**src/rtl/soc_test_pkg.sv**
```systemverilog
// Shared register map, FSM encoding and STATUS layout for the SoC test-control peripheral.
package soc_test_pkg;

  localparam logic [4:0] REG_STATUS  = 5'h00;
  localparam logic [4:0] REG_CTRL    = 5'h00;
  localparam logic [4:0] REG_TOHOST  = 5'h04;
  localparam logic [4:0] REG_CYCLE   = 5'h08;
  localparam logic [4:0] REG_TIMEOUT = 5'h0C;
  localparam logic [4:0] REG_LED     = 5'h10;

  typedef enum logic [1:0] {
    ST_RUN     = 2'd0,
    ST_DONE    = 2'd1,
    ST_TIMEOUT = 2'd2
  } state_e;

  localparam int unsigned STATUS_DONE_BIT    = 0;
  localparam int unsigned STATUS_PASS_BIT    = 1;
  localparam int unsigned STATUS_TIMEOUT_BIT = 2;
  localparam int unsigned STATUS_RUN_BIT     = 3;

  function automatic logic [31:0] status_word(input logic run, input logic tmo,
                                              input logic pass, input logic done);
    logic [31:0] w;
    w = '0;
    w[STATUS_RUN_BIT]     = run;
    w[STATUS_TIMEOUT_BIT] = tmo;
    w[STATUS_PASS_BIT]    = pass;
    w[STATUS_DONE_BIT]    = done;
    return w;
  endfunction

endpackage

```
**src/rtl/soc_test_watchdog.sv**
```systemverilog
// Saturating run-length counter with a compare against a programmable limit.
module soc_test_watchdog #(
  parameter int unsigned CNT_W = 32
) (
  input  logic             clk_i,
  input  logic             rst_ni,
  input  logic             run_i,
  input  logic             clear_i,
  input  logic [CNT_W-1:0] limit_i,
  output logic [CNT_W-1:0] cycle_o,
  output logic             expire_o
);

  logic [CNT_W-1:0] cycle_q, cycle_d;

  always_comb begin
    cycle_d = cycle_q;
    if (clear_i) begin
      cycle_d = '0;
    end else if (run_i && (cycle_q != '1)) begin
      cycle_d = cycle_q + CNT_W'(1);
    end
  end

  always_ff @(posedge clk_i or negedge rst_ni) begin
    if (!rst_ni) begin
      cycle_q <= '0;
    end else begin
      cycle_q <= cycle_d;
    end
  end

  assign cycle_o = cycle_q;
  // A zero limit disables the watchdog entirely.
  assign expire_o = run_i && (limit_i != '0) && (cycle_q == limit_i - CNT_W'(1));

endmodule

```
**src/rtl/soc_test_ctrl.sv**
```systemverilog
// Memory-mapped test-control peripheral: firmware exit code, watchdog, cycle counter and LEDs.
module soc_test_ctrl
  import soc_test_pkg::*;
#(
  parameter logic [31:0] BASE_ADDR      = 32'h0000_2000,
  parameter int unsigned LED_W          = 4,
  parameter int unsigned CNT_W          = 32,
  parameter int unsigned TIMEOUT_CYCLES = 200
) (
  input  logic             clk,
  input  logic             resetn,
  input  logic             mem_valid,
  input  logic [31:0]      mem_addr,
  input  logic [31:0]      mem_wdata,
  input  logic [3:0]       mem_wstrb,
  output logic [31:0]      mem_rdata,
  output logic             mem_ready,
  output logic [LED_W-1:0] led,
  output logic             done,
  output logic             pass,
  output logic             timeout,
  output logic [30:0]      exit_code
);

  state_e           state_q;
  logic             served_q;
  logic             ready_q;
  logic [31:0]      rdata_q;
  logic [LED_W-1:0] led_q;
  logic             done_q, pass_q, timeout_q;
  logic [30:0]      exit_q;
  logic [CNT_W-1:0] limit_q;

  logic             sel, ack, wr, restart, tohost, running, expire;
  logic [4:0]       off;
  logic [CNT_W-1:0] cycle;
  logic [31:0]      rdata_d;

  assign sel     = mem_valid && (mem_addr[31:5] == BASE_ADDR[31:5]);
  // served_q blocks a second ack until the master drops mem_valid.
  assign ack     = sel && !served_q;
  assign off     = mem_addr[4:0];
  assign wr      = ack && (mem_wstrb == 4'hF);
  assign running = (state_q == ST_RUN);
  assign restart = wr && (off == REG_CTRL) && mem_wdata[0];
  assign tohost  = wr && (off == REG_TOHOST) && mem_wdata[0] && running;

  soc_test_watchdog #(
    .CNT_W(CNT_W)
  ) u_watchdog (
    .clk_i   (clk),
    .rst_ni  (resetn),
    .run_i   (running),
    .clear_i (restart),
    .limit_i (limit_q),
    .cycle_o (cycle),
    .expire_o(expire)
  );

  always_comb begin
    rdata_d = '0;
    case (off)
      REG_STATUS:  rdata_d = status_word(running, timeout_q, pass_q, done_q);
      REG_TOHOST:  rdata_d = {exit_q, done_q};
      REG_CYCLE:   rdata_d = 32'(cycle);
      REG_TIMEOUT: rdata_d = 32'(limit_q);
      REG_LED:     rdata_d = 32'(led_q);
      default:     rdata_d = '0;
    endcase
  end

  always_ff @(posedge clk or negedge resetn) begin
    if (!resetn) begin
      state_q   <= ST_RUN;
      served_q  <= 1'b0;
      ready_q   <= 1'b0;
      rdata_q   <= '0;
      led_q     <= '0;
      done_q    <= 1'b0;
      pass_q    <= 1'b0;
      timeout_q <= 1'b0;
      exit_q    <= '0;
      limit_q   <= CNT_W'(TIMEOUT_CYCLES);
    end else begin
      ready_q <= ack;
      rdata_q <= ack ? rdata_d : '0;
      if (ack) begin
        served_q <= 1'b1;
      end else if (!mem_valid) begin
        served_q <= 1'b0;
      end
      if (wr && (off == REG_TIMEOUT)) begin
        limit_q <= mem_wdata[CNT_W-1:0];
      end
      if (wr && (off == REG_LED)) begin
        led_q <= mem_wdata[LED_W-1:0];
      end
      // Priority: restart, then firmware completion, then watchdog expiry.
      if (restart) begin
        state_q   <= ST_RUN;
        done_q    <= 1'b0;
        pass_q    <= 1'b0;
        timeout_q <= 1'b0;
        exit_q    <= '0;
      end else if (tohost) begin
        state_q <= ST_DONE;
        done_q  <= 1'b1;
        pass_q  <= (mem_wdata[31:1] == 31'd0);
        exit_q  <= mem_wdata[31:1];
      end else if (expire) begin
        state_q   <= ST_TIMEOUT;
        timeout_q <= 1'b1;
      end
    end
  end

  assign mem_ready = ready_q;
  assign mem_rdata = rdata_q;
  assign led       = led_q;
  assign done      = done_q;
  assign pass      = pass_q;
  assign timeout   = timeout_q;
  assign exit_code = exit_q;

endmodule
```
**config.mk**
```make
export PLATFORM = sky130hd
export DESIGN_NAME = soc_test_ctrl
export DESIGN_NICKNAME = d
export VERILOG_FILES = /design/src/rtl/soc_test_pkg.sv /design/src/rtl/soc_test_watchdog.sv /design/src/rtl/soc_test_ctrl.sv
export SDC_FILE = /design/constraint.sdc
export NUM_CORES = 1
export LEC_CHECK = 0
export CELL_PAD_IN_SITES_DETAIL_PLACEMENT = 0
export CELL_PAD_IN_SITES_GLOBAL_PLACEMENT = 1
export CORE_ASPECT_RATIO = 0.7
export CORE_UTILIZATION = 37
export DETAILED_ROUTE_END_ITERATION = 10
export GPL_TIMING_DRIVEN = 0
export PLACE_DENSITY_LB_ADDON = 0.2
export SLEW_MARGIN = 30
export SYNTH_ARGS = -nofsm -noshare
export SYNTH_HDL_FRONTEND = slang
export SYNTH_SLANG_ARGS = --single-unit
```
**constraint.sdc**
```tcl
create_clock -name clk -period 2.8 [get_ports clk]
set_clock_uncertainty 0.15 [all_clocks]
set_input_delay 0.56 -clock clk [delete_from_list [all_inputs] [get_ports clk]]
set_output_delay 0.56 -clock clk [all_outputs]
set_load 0.005 [all_outputs]
```
# Word level (Yosys, flattened, before mapping)
# Index checks and enable logic that the tools add are counted.
# totals
ff_bits	138
latch_bits	0
ram_bits	0
romBits	0
in_bits	71
out_inout_bits	71
memories	0
# classes
n_addsub	2
n_mul	0
div_mod_pow	0
order_cmp	0
n_eq_ne	10
shifts	0
muxes	18
n_bitwise	0
n_reduce_logical	23
# ops
cell	count
$pmux 32 s5	1
$mux 32	3
$mux 31	2
$add 32x1->32 const B	1
$eq 32x32->1	1
$ne 32x32->1 const B	1
$reduce_bool 32->1	1
$sub 32x1->32 const B	1
$logic_not 31->1	1
$eq 27x9->1 const B	1
$logic_and 1x1->1	13
$eq 5x4->1 const B	2
$mux 1	9
$mux 2	3
$reduce_bool 2->1	3
$eq 5x3->1 const B	1
$eq 5x5->1 const B	1
$logic_not 5->1	1
$eq 4x4->1 const B	1
$reduce_bool 3->1	1
$logic_not 2->1	1
$ne 2x1->1 const B	1
$ne 2x2->1 const B	1
$reduce_and 2->1	1
$logic_not 1->1	1

# Logic depth before layout (Yosys ltp)
# Gate-level depths: netlist (run 1).
# logic_depth
depth_word	9
ltp_mapped	10
depth_no_buf	9

# Modules after synthesis
# From an unflattened synthesis (run 1), not the netlist that was laid out.
# hier_totals
cells_unflattened	700
hier_area_um2	7495.9
# by_module_without_submodules
module	n_inst	cells_each	area_per_inst_um2
soc_test_ctrl	1	357	4682.0
soc_test_watchdog	1	343	2813.9

# Worst setup path after synthesis (run 1)
# OpenSTA, ideal clock, no wires.
# synth_path
kind	input port to flip-flop
start	input port mem_addr[28]
end	register exit_q[0] (netlist: exit_code[0])
setup_time_ps	121
arrival_ps	2559
t_required_ps	2529
slack_ps	-30
cell_stages	7
path_buffers	1
cell_sequence	or4_1 -> nor2_1 -> or4b_4 -> nor4_1 -> nor2_1 -> clkbuf_1 -> a22o_1
# synth_between
elab_chain_len	8
# synth_rtl
element	line	text
from (decl)	soc_test_ctrl.sv:13	input logic [31:0] mem_addr,
$eq 27x9->1 (*)	soc_test_ctrl.sv:39	assign sel = mem_valid && (mem_addr[31:5] == BASE_ADDR[31:5]);
$logic_and 1x1->1 (*)	soc_test_ctrl.sv:39	
$logic_and 1x1->1 (*)	soc_test_ctrl.sv:41	assign ack = sel && !served_q;
$logic_and 1x1->1 (*)	soc_test_ctrl.sv:43	assign wr = ack && (mem_wstrb == 4'hF);
$logic_and 1x1->1 (3 in series)	soc_test_ctrl.sv:46	assign tohost = wr && (off == REG_TOHOST) && mem_wdata[0] && running;
$reduce_bool 2->1 (no line)	-	
to (signal assigned)	soc_test_ctrl.sv:109	exit_q <= mem_wdata[31:1];
to (decl)	soc_test_ctrl.sv:31	logic [30:0] exit_q;
# Every way passes the cells marked *; elsewhere a longest branch is shown, timed or not.
# A chain may end at the register's enable or synchronous reset.

# Worst setup path after layout (run 1)
# layout_path
start	register limit_q[22]
end	register state_q[1]
# layout_between
elab_chain_len	4
# layout_rtl
element	line	text
from (decl)	soc_test_ctrl.sv:32	logic [CNT_W-1:0] limit_q;
from (signal assigned)	soc_test_ctrl.sv:83	limit_q <= CNT_W'(TIMEOUT_CYCLES);
from (signal assigned)	soc_test_ctrl.sv:93	limit_q <= mem_wdata[CNT_W-1:0];
$sub 32x1->32 or $reduce_bool 32->1 (tied branches)	soc_test_watchdog.sv:35	assign expire_o = run_i && (limit_i != '0) && (cycle_q == limit_i - CNT_W'(1));
$eq 32x32->1 or $logic_and 1x1->1 (tied branches)	soc_test_watchdog.sv:35	
$logic_and 1x1->1 (*)	soc_test_watchdog.sv:35	
$reduce_bool 3->1 (no line) (*)	-	
to (signal assigned)	soc_test_ctrl.sv:74	state_q <= ST_RUN;
to (signal assigned)	soc_test_ctrl.sv:100	state_q <= ST_RUN;
to (signal assigned)	soc_test_ctrl.sv:106	state_q <= ST_DONE;
to (decl)	soc_test_ctrl.sv:25	state_e state_q;
# Marked as above.

==> results of run 1 <==
power by group through the flow:
stage | clock [mW] | sequential, mW | combinational, mW
3_3_place_gp | 0 | 2.03 | 0.243
6_report | 2.53 | 1.99 | 0.255
3_5_place_dp | 0 | 2.03 | 0.251
5_1_grt | 2.65 | 1.99 | 0.276
2_1_floorplan | 0 | 2.03 | 0.0633
4_1_cts | 2.57 | 1.99 | 0.257
logic make-up after synthesis:
| family | count (synthesis) | share of synthesized area (%) |
|---|---|---|
| flip-flops | 138 | 46.6 |
| AO/OA/AOI/OAI | 117 | 11.9 |
| adder cells (fa/ha/maj) | 2 | 0.337 |
| buffers and inverters | 61 | 3.76 |
| XOR/XNOR | 69 | 8.15 |
| multiplexers | 72 | 10.8 |
| AND/OR/NAND/NOR | 256 | 18.5 |
through the flow:
stage,worst slack [ps],total power [mW]
after global placement,-4530,2.27
after detailed placement,-1440,2.28
final,-135,4.78
after floorplan,36.7,2.09
after global routing,-236,4.92
after CTS,-161,4.82
state kept, by name, summed over array words and instances, names as in the netlist:
register,cells
done,1
exit_code,31
led,4
limit_q,32
mem_rdata,32
mem_ready,1
pass,1
served_q,1
state_q,2
timeout,1
u_watchdog.cycle_o,32
critical path: cells and delay by family, from the launching register on:
family           cells  cell delay [ps]
AO/OA/AOI/OAI        3              650
AND/OR/NAND/NOR      4             1630
flip-flops           1              430
worst max path at each step:
| stage | start | slack [ps] | to |
|---|---|---|---|
| CTS | limit_q[21]$_DFFE_PN0P_ | -160 | state_q[1]$_DFFE_PN0P_ |
| finish | limit_q[22]$_DFFE_PN0P_ | -140 | state_q[1]$_DFFE_PN0P_ |
| floorplan | limit_q[0]$_DFFE_PN0P_ | 40 | state_q[1]$_DFFE_PN0P_ |
| global route | limit_q[22]$_DFFE_PN0P_ | -240 | state_q[1]$_DFFE_PN0P_ |
| global placement | resetn | -4530 | mem_rdata[19]$_DFF_PN0_ |
| detailed placement | mem_valid | -1440 | u_watchdog.cycle_o[0]$_DFFE_PN0P_ |
per-layer routing:
metal / global-route usage (%) / part of all wire [%] / vias up
met1: 34.3 / 49 / 3297
met5: 0 / 0 / -
met3: 5.37 / 5.8 / 31
met4: 7.14 / 1.6 / 0
li1: - / - / 2980
met2: 34.7 / 44 / 208
area by class of cell:
type	count	area, µm²
fill	1749	8960
multi-input combinational	516	3900
sequential	138	3460
timing repair buffer	169	1670
clock buffer	18	439
tap	264	330
buffer	40	262
clock inverter	14	219
inverter	13	48.8
cells in the final DEF, fill, tap and decap left out, types with 7 or more instances in the layout:
cell / n
o21ai_0: 14
inv_1: 13
a21oi_1: 14
xor2_1: 32
xnor2_1: 37
mux2_2: 65
clkdlybuf4s50_1: 127
a22o_1: 35
nor2_1: 78
a22oi_1: 28
buf_4: 27
clkbuf_1: 20
dfrtp_1: 132
nand4_1: 13
clkbuf_16: 17
nand2_1: 33
nor4_1: 19
dlymetal6s2s_1: 7
nand3_1: 17
nor3_1: 21
what timing repair did:
item | CTS | global route
cloned | 3 | 0
buffers inserted | 15 | 8
setup endpoints to repair | 123 | 111
pin swaps | 19 | 20
endpoints found under the hold margin | 68 | 0
hold buffers | 1 | 0
resized for setup | 60 | 37
==> impl_results.md, run 1 <==
- Clock latency on the worst-skew pair: 440 ps
- Final ANT Viol Nets: 0
- Asr flop ratio synth: 100%
- Post-synth EDFFs: 0
- CP arrival: 3140 ps
- RSZ-0062 raised after global routing: yes
- Crit path required time: roughly 3000 ps
- Layout cells sized above 1: approximately 21%
- Worst hold slack: around 260 ps
- GRT overflow: 0
- Hold path depth: 3
- Initial DRC Count: 456
- Post-Route WL: ~23 mm
- Synth top area share: between 40 and 50%
- Commonest cells post-synth: 135 x dfrtp_1, 80 x nor2_1, 66 x mux2_2, 37 x xnor2_1
- Crit path max fanout: 5
- Startpoint class of the critical path: flip-flop
- RR Startpoint: limit_q[22]$_DFFE_PN0P_
- Largest net degree at the start of global routing: 71
- CTS tree: done
- Initial Util: 38.5%
- DR DRC count: 0
- Final setup TNS: -260 ps
- Ranking of synthesized cells by area: dfrtp_1 46%, mux2_2 10%, xnor2_1 4.4%
- Cell area power density: about 460 mW/mm²
- Die Area: roughly 0.021 mm²
- Bufs on Longest Clock Path: 2
- Internal power: between 3 and 4 mW
- Die Span Y: 120 µm
- Slowest cell on crit path: or4_4
- Leakage: ~4.4 nW
- Count leader, synth: dfrtp_1
- Mapped Cells: 715
- Synth Flop Type: dfrtp_1
- H-tree levels: 4
- Sw Share: between 20% and 30%
- First-pass GRT wire length: about 36 mm
- # diodes: 0
- Nets: a little under 1000
- Worst hold-check path type: in -> reg
- Design Area, Final: approximately 0.010 mm²
- Via count: between 6000 and 7000
- Initial antenna violation count: 0
- Fmax: around 0.34 GHz
- Wire per inst: 20.0 µm
- Core Region: 0.0193 mm²
- Setup CP Type: reg -> reg
- Util after Layout: 53.5%
- Reg2reg end: state_q[1]$_DFFE_PN0P_
- Crit-path cells: or4_4 -> or4_4 -> a2111oi_4 -> o22ai_2 -> nor4b_2 -> nand4_1 -> o21ai_1
- Num CTS Buffers: 17
- Root buffer cell: clkbuf_16
- Die width: ~170 µm
- Port Buffers: between 100 and 150
- Setup-failing EPs final: 2
- Worst slew pin tran: around 860 ps
- Placer Congestion: slightly below 0.9
- Worst Hold Endpoint: served_q$_DFFE_PN0P_
- Period utilization: 105%
- Total GRT Usage: 23.6%
- P_sw: 1.06 mW
- Clock power frac: between 50% and 60%
- I/O pin count: 142
- R2R cell count: 7
- Reg power frac: 41.7%
- Failing checks: negative setup slack
- Final HPWL DP: around 17 mm
- Gate power share: 5.3%
- TritonRoute pass-1 iters: 5
- Setup ws final: -135 ps
- Avg Inst Size Synth: a little over 10 µm²
- Average vias per placed instance: 5.56
- Vias in the first global route: between 6000 and 7000
- Crit path capture type: flip-flop
- Worst Min Path Start: mem_valid
- IR drop worst, VDD: ~0.39 mV
- Fin. Hold Viols: 0
- Worst R2R Setup Slack: -140 ps
- Layout overhead on the synthesized area: 39.2%
- CP peak stage delay: 580 ps
- Yosys cell types: 63
- Post-synthesis sequential area ratio: between 40% and 50%
- Largest area contributor in the netlist: dfrtp_1
- Cell Rows: 42
- Status: complete, but fails checks
- Clock Sinks: approximately 140
- Number of max-slew violations in the final report: 0
- Area of the mapped netlist: between 0.007 and 0.008 mm²
- Slew HR: 42.3%
- Non-filler cells, final: ~1200
- Min cycle time layout: between 2000 and 3000 ps
- # placed instances: 1121
- Yosys warning total: 0
- Max-Cap Viols: 0
- Clk pin slew, worst setup/hold paths: ~60 ps
- DP Area: 0.00921 mm²
- Synth Net Count: between 700 and 800
- Most used cell, CP: or4_4
- Flops & latches, synth: 138
(Power assumes the default switching activity.)
==> inputs of run 2 (changes only) <==
- GPL_ROUTABILITY_DRIVEN: not set -> 0
- SETUP_SLACK_MARGIN: not set -> 0.05
==> impl_results.md, run 2 (synthesis results as in run 1) <==
- Wire per inst: 20.1 µm
- I/O pin count: roughly 140
- Initial DRC Count: between 600 and 700
- Fin. Hold Viols: 0
- Slew HR: 41.1%
- Startpoint class of the critical path: flip-flop
- Clk pin slew, worst setup/hold paths: around 60 ps
- Max-Cap Viols: 0
- Die width: around 170 µm
- Port Buffers: 141
- Cell Rows: 42
- Final setup TNS: -68.2 ps
- Design Power: roughly 4.6 mW
- Non-filler cells, final: ~1200
- Min cycle time layout: 2840 ps
- Number of max-slew violations in the final report: 0
- Layout overhead on the synthesized area: 39.7%
- Leakage: roughly 4.5 nW
- Die Span Y: 120 µm
- Root buffer cell: clkbuf_16
- CP arrival: roughly 3000 ps
- TritonRoute pass-1 iters: 5
- Design Area, Final: between 0.01 and 0.015 mm²
- Core Region: about 0.019 mm²
- Via count: between 6000 and 7000
- Clock latency on the worst-skew pair: roughly 430 ps
- Vias in the first global route: about 6700
- # diodes: 0
- Clock Sinks: between 100 and 150
- Nets: slightly below 1000
- # placed instances: 1121
- Most common cell after layout, fill and taps aside: dfrtp_1
- Bufs on Longest Clock Path: 2
- Sw Share: a little under a quarter
- P_sw: between 1 and 1.5 mW
- Internal power: 3.54 mW
- Initial Util: 38.5%
- Failing checks: negative setup slack
- Worst slew pin tran: ~880 ps
- Average vias per placed instance: between 5 and 6
- Setup-failing EPs final: 2
- Reg power frac: between 40% and 50%
- Total GRT Usage: 24.2%
- RSZ-0062 raised after global routing: yes
- Setup CP Type: reg -> reg
- Period utilization: 102%
- IR drop worst, VDD: 0.373 mV
- Setup ws final: -43.5 ps
- Util after Layout: a little over half
- DP Area: a little over 0.009 mm²
- Num CTS Buffers: 17
- Final ANT Viol Nets: 0
- H-tree levels: 4
- Crit path required time: ~3000 ps
- Cell area power density: approximately 440 mW/mm²
- Worst hold-check path type: reg -> reg
- DR DRC count: 0
- Layout cells sized above 1: roughly 23%
- Die Area: 0.0206 mm²
- Most frequent cells in the layout: 131 x dfrtp_1, 120 x clkdlybuf4s50_1, 78 x nor2_1, 65 x mux2_2, 37 x xnor2_1
- GRT overflow: 0
- Gate power share: between 5 and 6%
- # fillers: 1730
- Fmax: 0.352 GHz
- Initial antenna violation count: 0
- First-pass GRT wire length: ~38 mm
- Largest net degree at the start of global routing: 74
- Crit path max fanout: 3
- Crit path capture type: flip-flop
- Clock power frac: roughly half
- Post-Route WL: between 20 and 25 mm
- CTS tree: done
- Status: complete, but fails checks
- Final HPWL DP: between 15 and 20 mm
## run 2: cell types whose count changed in the layout (fill, tap and decap cells not counted), moves of 3 or more
cell / previous run / this run
dlygate4sd2_1: 6 / 17
clkdlybuf4s50_1: 127 / 120
clkbuf_8: 4 / 10
buf_4: 27 / 31
dlymetal6s2s_1: 7 / 3
nor4_2: 2 / 5
## run 2: per-stage QoR
| stage | hold WS (ps) | setup slack, ps |
|---|---|---|
| finish | 372 | -43.5 |
| global route | 387 | -139 |
| CTS | 346 | -42.4 |
| detailed placement | 360 | -1370 |
| global placement | 351 | -4520 |
| floorplan | 114 | 43.8 |
## run 2: cell type report
cell class	instances	area [µm²]	area share, %
buffer	43	308	2.97
clock buffer	18	439	4.24
clock inverter	14	171	1.65
inverter	13	48.8	0.471
multi-input combinational	516	3920	37.8
sequential	138	3460	33.4
tap	264	330	3.19
timing repair buffer	173	1680	16.3
## run 2: power groups by stage
stage / logic, mW / clock network (mW) / registers [mW]
final: 0.256 / 2.35 / 1.99
after global routing: 0.277 / 2.48 / 1.99
after CTS: 0.257 / 2.38 / 1.99
after detailed placement: 0.254 / 0 / 2.03
after global placement: 0.244 / 0 / 2.03
after floorplan: 0.0633 / 0 / 2.03
## run 2: critical path, stage by stage, from the launching register on
cell and delay [ps]:
dfrtp_1 390, or4_4 570, or4_4 560, a2111oi_4 310, o22ai_2 130, nor4b_2 260
nand4_1 230, o21ai_1 160
## run 2: path summary, 6_finish.rpt
| path | depth (start not counted) | endpoint | slack (ps) | startpoint |
|---|---|---|---|---|
| max | 7 | timeout$_DFFE_PN0P_ | -40 | limit_q[29]$_DFFE_PN0P_ |
| min | 2 | state_q[0]$_DFFE_PN0P_ | 370 | state_q[0]$_DFFE_PN0P_ |
| max reg2reg | 7 | timeout$_DFFE_PN0P_ | -40 | limit_q[29]$_DFFE_PN0P_ |
| min reg2reg | 2 | state_q[0]$_DFFE_PN0P_ | 370 | state_q[0]$_DFFE_PN0P_ |
| max in group asynchronous | 3 | limit_q[17]$_DFFE_PN0P_ | 1210 | resetn |
| min in group asynchronous | 2 | mem_rdata[1]$_DFF_PN0_ | 520 | resetn |
## run 2: timing repair
item                                    in CTS  in global routing
endpoints found under the setup margin     124                115
hold endpoints to repair                    65                  0
hold buffers                                 1                  0
gates cloned                                 3                  0
gates resized for setup                     91                 16
pin swaps                                   26                 12
buffers inserted                            21                  6
## run 2: layer usage
layer	part of all wire, %	GRT usage (%)	vias to the layer above
met2	44	36.5	183
met3	4.9	4.84	25
met1	49	35.2	3248
met4	1.3	6.31	0
li1	-	-	2979
met5	0	0	-
